<file path="src/rtl/invader_game_ctrl.sv">
// Game-state engine for the invader game. Advances once per frame_tick and
// hands the invader row, ship and bullet state to the pixel formatter.
// The game FSM state is visible on the status output.
module invader_game_ctrl #(
    parameter logic [19:0] INIT_ARRAY    = 20'b00111111111111111100,
    parameter int          INV_PERIOD    = 30,
    parameter int          BULLET_PERIOD = 4,
    parameter int          SHIP_PERIOD   = 6,
    parameter int          SHIP_START    = 9
) (
    input  logic        clk,
    input  logic        clr,
    input  logic        frame_tick,
    input  logic        btn_left,
    input  logic        btn_right,
    input  logic        btn_fire,
    output logic [19:0] invArray,
    output logic [4:0]  invLine,
    output logic [4:0]  shipX,
    output logic [4:0]  bulletX,
    output logic [3:0]  bulletY,
    output logic        bulletFlying,
    output logic [1:0]  status
);

    typedef enum logic [1:0] {
        ST_IDLE = 2'b00,
        ST_PLAY = 2'b01,
        ST_WON  = 2'b10,
        ST_LOST = 2'b11
    } state_t;

    localparam logic [5:0] INV_LAST    = 6'(INV_PERIOD - 1);
    localparam logic [5:0] BULLET_LAST = 6'(BULLET_PERIOD - 1);
    localparam logic [5:0] SHIP_LAST   = 6'(SHIP_PERIOD - 1);
    localparam logic [4:0] SHIP_INIT   = 5'(SHIP_START);
    localparam logic [4:0] LOST_LINE   = 5'd13;
    localparam logic [4:0] RIGHT_EDGE  = 5'd19;
    localparam logic [3:0] LAUNCH_ROW  = 4'd12;

    state_t      state_q, state_d;
    logic [19:0] inv_q, inv_d;
    logic [4:0]  line_q, line_d;
    logic [4:0]  ship_q, ship_d;
    logic [4:0]  bx_q, bx_d;
    logic [3:0]  by_q, by_d;
    logic        fly_q, fly_d;
    logic [5:0]  bdiv_q, bdiv_d;
    logic [5:0]  sdiv_q, sdiv_d;
    logic [5:0]  idiv_q, idiv_d;
    logic        pend_q, pend_d;
    logic        fire_q;

    logic [19:0] bit_mask;
    logic        hit;
    logic        fire_rise;
    logic        one_button;

    assign bit_mask   = 20'd1 << bx_q;
    // Hit uses the bullet position and invader row as they stood at tick start.
    assign hit        = fly_q && (by_q == line_q[3:0]) && ((inv_q & bit_mask) != 20'd0);
    assign fire_rise  = btn_fire && !fire_q;
    assign one_button = btn_left ^ btn_right;

    // Next-state and next-game-values; every target defaults to hold.
    always_comb begin
        state_d = state_q;
        inv_d   = inv_q;
        line_d  = line_q;
        ship_d  = ship_q;
        bx_d    = bx_q;
        by_d    = by_q;
        fly_d   = fly_q;
        bdiv_d  = bdiv_q;
        sdiv_d  = sdiv_q;
        idiv_d  = idiv_q;
        pend_d  = pend_q;

        // A tick always consumes (or discards) a pending fire request.
        if (frame_tick) begin
            pend_d = 1'b0;
        end else if (fire_rise) begin
            pend_d = 1'b1;
        end

        case (state_q)
            ST_IDLE: begin
                if (frame_tick && pend_q) begin
                    state_d = ST_PLAY;
                end
            end

            ST_PLAY: begin
                // Outcome of the previous update is resolved before any new tick.
                if (inv_q == 20'd0) begin
                    state_d = ST_WON;
                end else if (line_q == LOST_LINE) begin
                    state_d = ST_LOST;
                end else if (frame_tick) begin
                    // Hit check, otherwise bullet climb.
                    if (hit) begin
                        inv_d  = inv_q & ~bit_mask;
                        fly_d  = 1'b0;
                        bdiv_d = 6'd0;
                    end else if (fly_q) begin
                        if (bdiv_q == BULLET_LAST) begin
                            bdiv_d = 6'd0;
                            if (by_q == 4'd0) begin
                                fly_d = 1'b0;
                            end else begin
                                by_d = by_q - 4'd1;
                            end
                        end else begin
                            bdiv_d = bdiv_q + 6'd1;
                        end
                    end else begin
                        bdiv_d = 6'd0;
                    end

                    // Launch only from an idle bullet; fire while flying is dropped.
                    if (pend_q && !fly_q) begin
                        bx_d   = ship_q;
                        by_d   = LAUNCH_ROW;
                        fly_d  = 1'b1;
                        bdiv_d = 6'd0;
                    end

                    // Ship moves only while exactly one direction is held.
                    if (one_button) begin
                        if (sdiv_q == SHIP_LAST) begin
                            sdiv_d = 6'd0;
                            if (btn_left) begin
                                if (ship_q != 5'd0) begin
                                    ship_d = ship_q - 5'd1;
                                end
                            end else if (ship_q != RIGHT_EDGE) begin
                                ship_d = ship_q + 5'd1;
                            end
                        end else begin
                            sdiv_d = sdiv_q + 6'd1;
                        end
                    end else begin
                        sdiv_d = 6'd0;
                    end

                    // Invader descent.
                    if (idiv_q == INV_LAST) begin
                        idiv_d = 6'd0;
                        line_d = line_q + 5'd1;
                    end else begin
                        idiv_d = idiv_q + 6'd1;
                    end
                end
            end

            ST_WON, ST_LOST: begin
                // Restart straight into play with a fresh field.
                if (frame_tick && pend_q) begin
                    state_d = ST_PLAY;
                    inv_d   = INIT_ARRAY;
                    line_d  = 5'd0;
                    ship_d  = SHIP_INIT;
                    bx_d    = 5'd0;
                    by_d    = 4'd0;
                    fly_d   = 1'b0;
                    bdiv_d  = 6'd0;
                    sdiv_d  = 6'd0;
                    idiv_d  = 6'd0;
                end
            end

            default: begin
                state_d = ST_IDLE;
            end
        endcase
    end

    // State and game registers; reset wins over a same-cycle frame_tick.
    always_ff @(posedge clk) begin
        fire_q <= btn_fire;
        if (clr) begin
            state_q <= ST_IDLE;
            inv_q   <= INIT_ARRAY;
            line_q  <= 5'd0;
            ship_q  <= SHIP_INIT;
            bx_q    <= 5'd0;
            by_q    <= 4'd0;
            fly_q   <= 1'b0;
            bdiv_q  <= 6'd0;
            sdiv_q  <= 6'd0;
            idiv_q  <= 6'd0;
            pend_q  <= 1'b0;
        end else begin
            state_q <= state_d;
            inv_q   <= inv_d;
            line_q  <= line_d;
            ship_q  <= ship_d;
            bx_q    <= bx_d;
            by_q    <= by_d;
            fly_q   <= fly_d;
            bdiv_q  <= bdiv_d;
            sdiv_q  <= sdiv_d;
            idiv_q  <= idiv_d;
            pend_q  <= pend_d;
        end
    end

    assign invArray     = inv_q;
    assign invLine      = line_q;
    assign shipX        = ship_q;
    assign bulletX      = bx_q;
    assign bulletY      = by_q;
    assign bulletFlying = fly_q;
    assign status       = state_q;

endmodule
</file>
<file path="config.mk">
export PLATFORM = sky130hd
export DESIGN_NAME = invader_game_ctrl
export DESIGN_NICKNAME = d
export VERILOG_FILES = /design/src/rtl/invader_game_ctrl.sv
export SDC_FILE = /design/constraint.sdc
export NUM_CORES = 1
export LEC_CHECK = 0
export ABC_AREA = 1
export BUFFER_PORTS_ARGS = -buffer_cell sky130_fd_sc_hd__buf_2
export CORE_MARGIN = 2
export CORE_UTILIZATION = 40
export DETAILED_ROUTE_END_ITERATION = 10
export GPL_TIMING_DRIVEN = 0
export REMOVE_ABC_BUFFERS = 1
export SKIP_CTS_REPAIR_TIMING = 1
export SYNTH_ARGS = -nofsm -noshare
export SYNTH_HDL_FRONTEND = slang
export SYNTH_SLANG_ARGS = --single-unit
</file>
<file path="constraint.sdc">
create_clock -name clk -period 4 [get_ports clk]
set_input_delay 0.2 -clock clk [delete_from_list [all_inputs] [get_ports clk]]
set_output_delay 0.2 -clock clk [all_outputs]
set_load 0.005 [all_outputs]
</file>
==> results of run 1 <==
[layout by cell type (no fill, tap or decap), drive strengths merged, types with 11 or more instances in the layout]
| cell | synthesis | layout |
|---|---|---|
| dfxtp | 62 | 62 |
| o21ai | 23 | 23 |
| nand4 | 11 | 11 |
| buf | 9 | 47 |
| nand2 | 131 | 131 |
| clkbuf | 4 | 12 |
| nor2 | 80 | 80 |
| a21oi | 37 | 37 |
| nor3 | 21 | 21 |
| ha | 12 | 12 |
| nand3 | 34 | 34 |
| inv | 49 | 49 |
[logic make-up after synthesis]
kind of cell | synth area share, %
xor+xnor | 1.035
compound gates | 12.08
buf+inv | 8.019
simple gates | 37.18
flops | 36.66
fa+ha+maj | 5.026
[synthesized netlist by cell type]
master and number:
a211oi_1 6, a21oi_1 37, a31oi_1 3, and3_1 1
buf_1 1, buf_2 5, buf_6 3, clkbuf_1 4
clkinv_1 2, dfxtp_1 62, fa_1 1, ha_1 12
inv_1 44, inv_2 4, inv_4 1, nand2_1 127
nand2_2 1, nand2_4 3, nand3_1 33, nand3_2 1
nand3b_1 3, nand4_1 10, nand4_4 1, nor2_1 76
nor2_2 3, nor2_4 1, nor3_1 21, nor3b_1 2
o2111ai_1 1, o211ai_1 1, o21ai_0 22, o21ai_1 1
o21bai_1 2, o22ai_1 1, o31ai_1 1, or2_2 3
xnor2_1 3, xor2_1 1
[per-layer routing]
metal  up-vias  global-route usage [%]  part of all wire [%]
li1       1738                       -                     -
met1      1494                   24.07                    47
met2        59                   32.41                    47
met3        13                   4.699                   4.7
met4         0                   7.143                   1.6
met5         -                       0                     0
[metrics by stage]
step	area [um^2]	power, mW	utilization, %	hold WS (ns)
global route	3908	1.370	47.56	0.1087
finish	3908	1.319	47.56	0.1179
CTS	3897	1.336	47.43	-0.04258
floorplan	3308	0.6848	-	0.2277
detailed placement	3675	0.7088	44.72	0.3234
global placement	3675	0.7073	44.72	0.3182
[final cells by class]
| cell class | count | area, um^2 |
|---|---|---|
| Tap cell | 105 | 131.4 |
| Inverter | 51 | 193.9 |
| Timing Repair Buffer | 48 | 245.2 |
| Clock inverter | 3 | 67.56 |
| Multi-Input combinational cell | 378 | 1873 |
| Clock buffer | 12 | 155.1 |
| Fill cell | 872 | 4309 |
| Sequential cell | 62 | 1241 |
[worst max-delay path: stages (launching register included)]
cell     delay (ns)
dfxtp_1        0.81
nor2_4         0.16
inv_2          0.13
nor2_1         0.06
nand3_2        0.13
nand4_4        0.27
inv_2          0.39
nand2_1        0.18
inv_1          0.17
o21ai_0        0.09
a21oi_1        0.14
[state kept, by name (all words and copies together) (netlist names)]
name,cells
invArray,20
fire_q,1
bulletX,5
bulletFlying,1
idiv_q,6
sdiv_q,6
bulletY,4
bdiv_q,6
pend_q,1
invLine,5
shipX,5
status,2
[power breakdown]
part           internal [mW]  leakage [nW]  switching [mW]
clock                  0.382         0.109           0.242
sequential             0.622         0.501         0.00592
combinational         0.0221          1.12          0.0451
[worst max path at each step]
stage,cells past startpoint,startpoint,slack [ns],endpoint
2_1_floorplan,10,status[1]$_SDFFE_PP0P_,2.05,shipX[4]$_SDFFE_PP0P_
3_3_place_gp,10,status[1]$_SDFFE_PP0P_,1.42,shipX[4]$_SDFFE_PP0P_
4_1_cts,10,status[1]$_SDFFE_PP0P_,1.34,shipX[4]$_SDFFE_PP0P_
6_report,10,status[1]$_SDFFE_PP0P_,1.40,shipX[4]$_SDFFE_PP0P_
3_5_place_dp,10,status[1]$_SDFFE_PP0P_,1.37,shipX[4]$_SDFFE_PP0P_
5_1_grt,10,status[1]$_SDFFE_PP0P_,1.10,shipX[4]$_SDFFE_PP0P_
==> results.sh, run 1 <==
export IMPL_clk_pin_slew_ns=0.07
export IMPL_synth_cell_types=38
export IMPL_clock_fmax_mhz=385.0
export IMPL_dieArea_um2=9216
export IMPL_outcome="finished, final reports clean"
export IMPL_drive_above_1_share_pct=14.26
export IMPL_critical_path_class="flop to flop"
export IMPL_die_h_um=96
export IMPL_wl_per_cell_um=12.68
export IMPL_io_buffers=47
export IMPL_cts_sinks=62
export IMPL_cts_tree="built"
export IMPL_drc=0
export IMPL_cp_end_kind="flop"
export IMPL_r2r_slack_ns=1.40
export IMPL_nNetsFinal=569
export IMPL_cts_inserted_buffers=9
export IMPL_gp_congestion=0.8893
export IMPL_p_leak_nw=1.733
export IMPL_slew_headroom_pct=49.99
export IMPL_reg2reg_from="status[1]$_SDFFE_PP0P_"
export IMPL_holdPathStages=2
export IMPL_cts_root_buf="clkbuf_8"
export IMPL_tns_ns=0
export IMPL_place_inst=643
export IMPL_clock_latency_ns=0.34
export IMPL_setup_ws_ns=1.402
export IMPL_initial_core_util_pct=41.21
export IMPL_peakVddDrop_mv=0.1750
export IMPL_fp_row_count=33
export IMPL_coreArea_um2=8217
export IMPL_rsz0062_at_grt="false"
export IMPL_ff2ff_path_depth=10
export IMPL_synth_top_area_cell="dfxtp_1"
export IMPL_dp_hpwl_um=6191
export IMPL_grt_pass1_vias=3000
export IMPL_r2r_end="shipX[4]$_SDFFE_PP0P_"
export IMPL_finalCritPeriodShare_pct=64.94
export IMPL_finalWirelength_um=8359
export IMPL_tightest_slew_ns=0.7491
export IMPL_ctsLongestPathBuffers=2
export IMPL_yosysSeqAreaShare_pct=36.66
export IMPL_postSynthCellCount=504
export IMPL_area_growth_pct=15.41
export IMPL_track_usage_pct=19.38
export IMPL_htree_levels=3
export IMPL_startpoint_type="flop"
export IMPL_synth_area_top_cells="dfxtp_1, nand2_1, nor2_1"
export IMPL_cap_violations=0
export IMPL_antenna_left=0
export IMPL_p_per_area_nw_per_um2=337.6
export IMPL_vias=3304
export IMPL_routed_via_density=5.014
export IMPL_antenna_cells=0
export IMPL_synth_warnings=0
export IMPL_critPathRequiredTime_ns=4.28
export IMPL_setup_viol=0
export IMPL_crit_fanout=22
export IMPL_finalHoldViolations=0
export IMPL_syn_area_um2=3386
export IMPL_period_needed_ns=2.598
export IMPL_syn_avg_cell_area_um2=6.718
export IMPL_cp_arrival_ns=2.88
export IMPL_grt_max_degree=23
export IMPL_ys_ff_latch=62
export IMPL_grt_pass1_wl_um=14020
export IMPL_initialDrtViolationCount=122
export IMPL_drv_slew=0
export IMPL_hp_start="frame_tick"
export IMPL_grt_ovfl_total=0
export IMPL_worstHoldPathType="primary input to flop"
export IMPL_detail_route_first_pass_iterations=4
export IMPL_clock_skew_ns=0.009531
export IMPL_synth_top_area_share_pct=36.66
export IMPL_fin_cells=659
export IMPL_fp_dieW_um=96
export IMPL_post_place_ws_ns=1.370
export IMPL_ioPinCount=48
export IMPL_grt_antenna_before_repair=0
export IMPL_hold_end="pend_q$_SDFFE_PP0P_"
Note: power is estimated with default switching activity, not from simulation.
==> inputs of run 2 (changes only) <==
--- a/config.mk
+++ b/config.mk
@@ -5,7 +5,7 @@
 export SDC_FILE = /design/constraint.sdc
 export NUM_CORES = 1
 export LEC_CHECK = 0
-export ABC_AREA = 1
+export ABC_AREA = 0
 export BUFFER_PORTS_ARGS = -buffer_cell sky130_fd_sc_hd__buf_2
 export CORE_MARGIN = 2
 export CORE_UTILIZATION = 40
==> constraint.sdc (replaced) <==
create_clock -name clk -period 2.6 [get_ports clk]
set_input_delay 0.13 -clock clk [delete_from_list [all_inputs] [get_ports clk]]
set_output_delay 0.13 -clock clk [all_outputs]
set_load 0.005 [all_outputs]
==> run 2 against run 1 <==
Effect of this change:
- design area fell by 2.8%
- sequential cell count unchanged
- first-iteration DRC count fell by 17%
- clock power is 14% higher
- non-clock buffer count is the same
- synthesized cell count decreased by 24%
- register-to-register slack got worse by 1.2 ns
- core utilization shrank 0.84 points
- global-route usage decreased by 0.40 points
==> results.sh, run 2 <==
export IMPL_outcome="finished, final reports clean"
export IMPL_cp_num_cells=7
export IMPL_setup_viol=0
export IMPL_cp_end_kind="flop"
export IMPL_rsz0062_at_grt="false"
export IMPL_critical_path_class="flop to flop"
export IMPL_ys_ff_latch=62
export IMPL_clock_fmax_mhz=411.3
export IMPL_hold_ws_ns=0.09551
export IMPL_vias=2969
export IMPL_postSynthCellCount=385
export IMPL_antenna_left=0
export IMPL_initialDrtViolationCount=101
export IMPL_detail_route_first_pass_iterations=4
export IMPL_peakVddDrop_mv=0.2240
export IMPL_synth_top_area_share_pct=37.41
export IMPL_synth_top_area_cell="dfxtp_1"
export IMPL_area_growth_pct=14.52
export IMPL_cts_sinks=62
export IMPL_top_usage_layer="met2"
export IMPL_critPathBufInv=0
export IMPL_place_inst=519
export IMPL_crit_fanout=10
export IMPL_final_util_pct=46.72
export IMPL_grt_antenna_before_repair=0
export IMPL_cts_root_buf="clkbuf_8"
export IMPL_cts_tree="built"
export IMPL_setup_ws_ns=0.1689
export IMPL_r2r_slack_ns=0.17
export IMPL_ff2ff_path_depth=7
export IMPL_die_h_um=95.08
export IMPL_placed_area_um2=3597
export IMPL_tns_ns=0
export IMPL_yosysSeqAreaShare_pct=37.41
export IMPL_htree_levels=3
export IMPL_grt_max_degree=36
export IMPL_dp_hpwl_um=5736
export IMPL_multi_input_area_um2=1989
export IMPL_drc=0
export IMPL_grt_pass1_wl_um=13370
export IMPL_fin_cells=534
export IMPL_reg2reg_from="bulletX[4]$_SDFFE_PP0P_"
export IMPL_track_usage_pct=18.98
export IMPL_syn_area_um2=3318
export IMPL_met2_usage_pct=30.28
export IMPL_cp_top_family="simple AND/OR/NAND/NOR gates"
export IMPL_p_per_area_nw_per_um2=470.8
export IMPL_grt_ovfl_total=0
export IMPL_ioPinCount=48
export IMPL_final_common_cell="dfxtp_1"
export IMPL_final_cell_mix="dfxtp_1, nor2_1, buf_2, nand2_1, a21oi_1"
export IMPL_antenna_cells=0
export IMPL_clock_latency_ns=0.34
export IMPL_dominantRegCellSynth="dfxtp_1"
export IMPL_period_needed_ns=2.431
export IMPL_power_mw=1.789
export IMPL_synth_async_reset_ratio_pct=0
export IMPL_post_place_ws_ns=-0.9507
export IMPL_initial_core_util_pct=40.79
export IMPL_synth_edf_count=0
export IMPL_fp_dieW_um=95.08
export IMPL_fill_cells=820
export IMPL_p_leak_nw=1.470
export IMPL_largest_reg_flops=20
export IMPL_slew_headroom_pct=51.79
export IMPL_nNetsFinal=445
export IMPL_drive_above_1_share_pct=19.35
export IMPL_ctsLongestPathBuffers=2
export IMPL_finalHoldViolations=0
export IMPL_dieArea_um2=9040
export IMPL_yosysMostFrequentCell="dfxtp_1"
export IMPL_worstHoldPathType="primary input to flop"
export IMPL_grt_pass1_vias=2791
export IMPL_met3_usage_pct=4.348
export IMPL_crit_start="bulletX[4]$_SDFFE_PP0P_"
export IMPL_routed_via_density=5.560
export IMPL_r2r_end="bulletY[3]$_SDFFE_PP0P_"
export IMPL_cpMaxStageDelayCell="or4_1"
export IMPL_cap_violations=0
export IMPL_worstPathCellList="nor2b_1 -> a22o_1 -> a32o_1 -> or4_1 -> o221ai_2 -> and2_2 -> a211oi_2"
export IMPL_synth_area_top_cells="dfxtp_1, nor2_1, ha_1"
export IMPL_startpoint_type="flop"
export IMPL_crit_path_end="bulletY[3]$_SDFFE_PP0P_"
export IMPL_fp_row_count=33
export IMPL_gp_congestion=0.7865
export IMPL_synth_warnings=0
export IMPL_io_buffers=47
export IMPL_syn_avg_cell_area_um2=8.619
export IMPL_critPathRequiredTime_ns=2.80
export IMPL_clock_skew_ns=0.009853
export IMPL_synth_commonest_cells="dfxtp_1, nor2_1, nand2_1"
export IMPL_critPathMaxStageDelay_ns=0.54
export IMPL_cts_inserted_buffers=9
export IMPL_clk_pin_slew_ns=0.06
export IMPL_finalWirelength_um=8105
export IMPL_drv_slew=0
export IMPL_layout_area_seq_um2=1249
export IMPL_wl_per_cell_um=15.18
export IMPL_grt_util_met1_pct=24.39
export IMPL_tightest_slew_ns=0.7165
export IMPL_coreArea_um2=8134
export IMPL_design_area_um2=3800
export IMPL_synth_cell_types=60
export IMPL_finalCritPeriodShare_pct=93.50
export IMPL_cp_arrival_ns=2.63
==> run 2: cell types whose count changed in the layout (fill, tap and decap cells not counted), sizes merged, moves of 15 or more <==
cell / previous run / this run
xor2: 1 / 16
nand3: 34 / 15
nor2: 80 / 53
o21ai: 23 / 6
inv: 49 / 8
a21oi: 37 / 22
nand2: 131 / 23
nor2b: 0 / 16
==> run 2: layout make-up <==
type                       instances  area share, %
sequential                        62          32.86
clock buffer                      12          3.820
inverter                           8         0.7903
clock inverter                     2         0.2634
multi-input combinational        297          52.35
timing repair buffer              48          6.454
tap                              105          3.457
==> run 2: worst register-to-register path: stages, from the launching register on <==
cell	delay [ns]
dfxtp_1	0.50
nor2b_1	0.15
a22o_1	0.25
a32o_1	0.21
or4_1	0.54
o221ai_2	0.29
and2_2	0.27
a211oi_2	0.08
==> run 2: cells by family after synthesis <==
| logic type | after synthesis | share of synthesized area (%) |
|---|---|---|
| fa+ha+maj | 13 | 5.128 |
| compound gates | 78 | 17.31 |
| mux | 12 | 3.620 |
| flops | 62 | 37.41 |
| buf+inv | 26 | 3.545 |
| simple gates | 172 | 27.19 |
| xor+xnor | 22 | 5.807 |
==> run 2: worst min-delay path by stage <==
stage | from | end | slack (ns) | depth (start not counted)
2_1_floorplan | btn_fire | fire_q$_DFF_P_ | 0.16 | 0
3_3_place_gp | btn_fire | fire_q$_DFF_P_ | 0.25 | 1
3_5_place_dp | btn_fire | fire_q$_DFF_P_ | 0.25 | 1
4_1_cts | btn_fire | fire_q$_DFF_P_ | -0.11 | 1
5_1_grt | frame_tick | pend_q$_SDFFE_PP0P_ | 0.11 | 2
6_report | frame_tick | pend_q$_SDFFE_PP0P_ | 0.1 | 2
==> run 2: per-layer routing <==
layer  up-vias  share of wire, %
met1      1410                47
met3        14               4.7
met5         -                 0
li1       1477                 -
met4         0               1.9
met2        68                46
==> run 2: report_power, final <==
group,switching (mW),internal [mW]
sequential,0.0116,0.956
clock,0.353,0.358
combinational,0.0676,0.0418
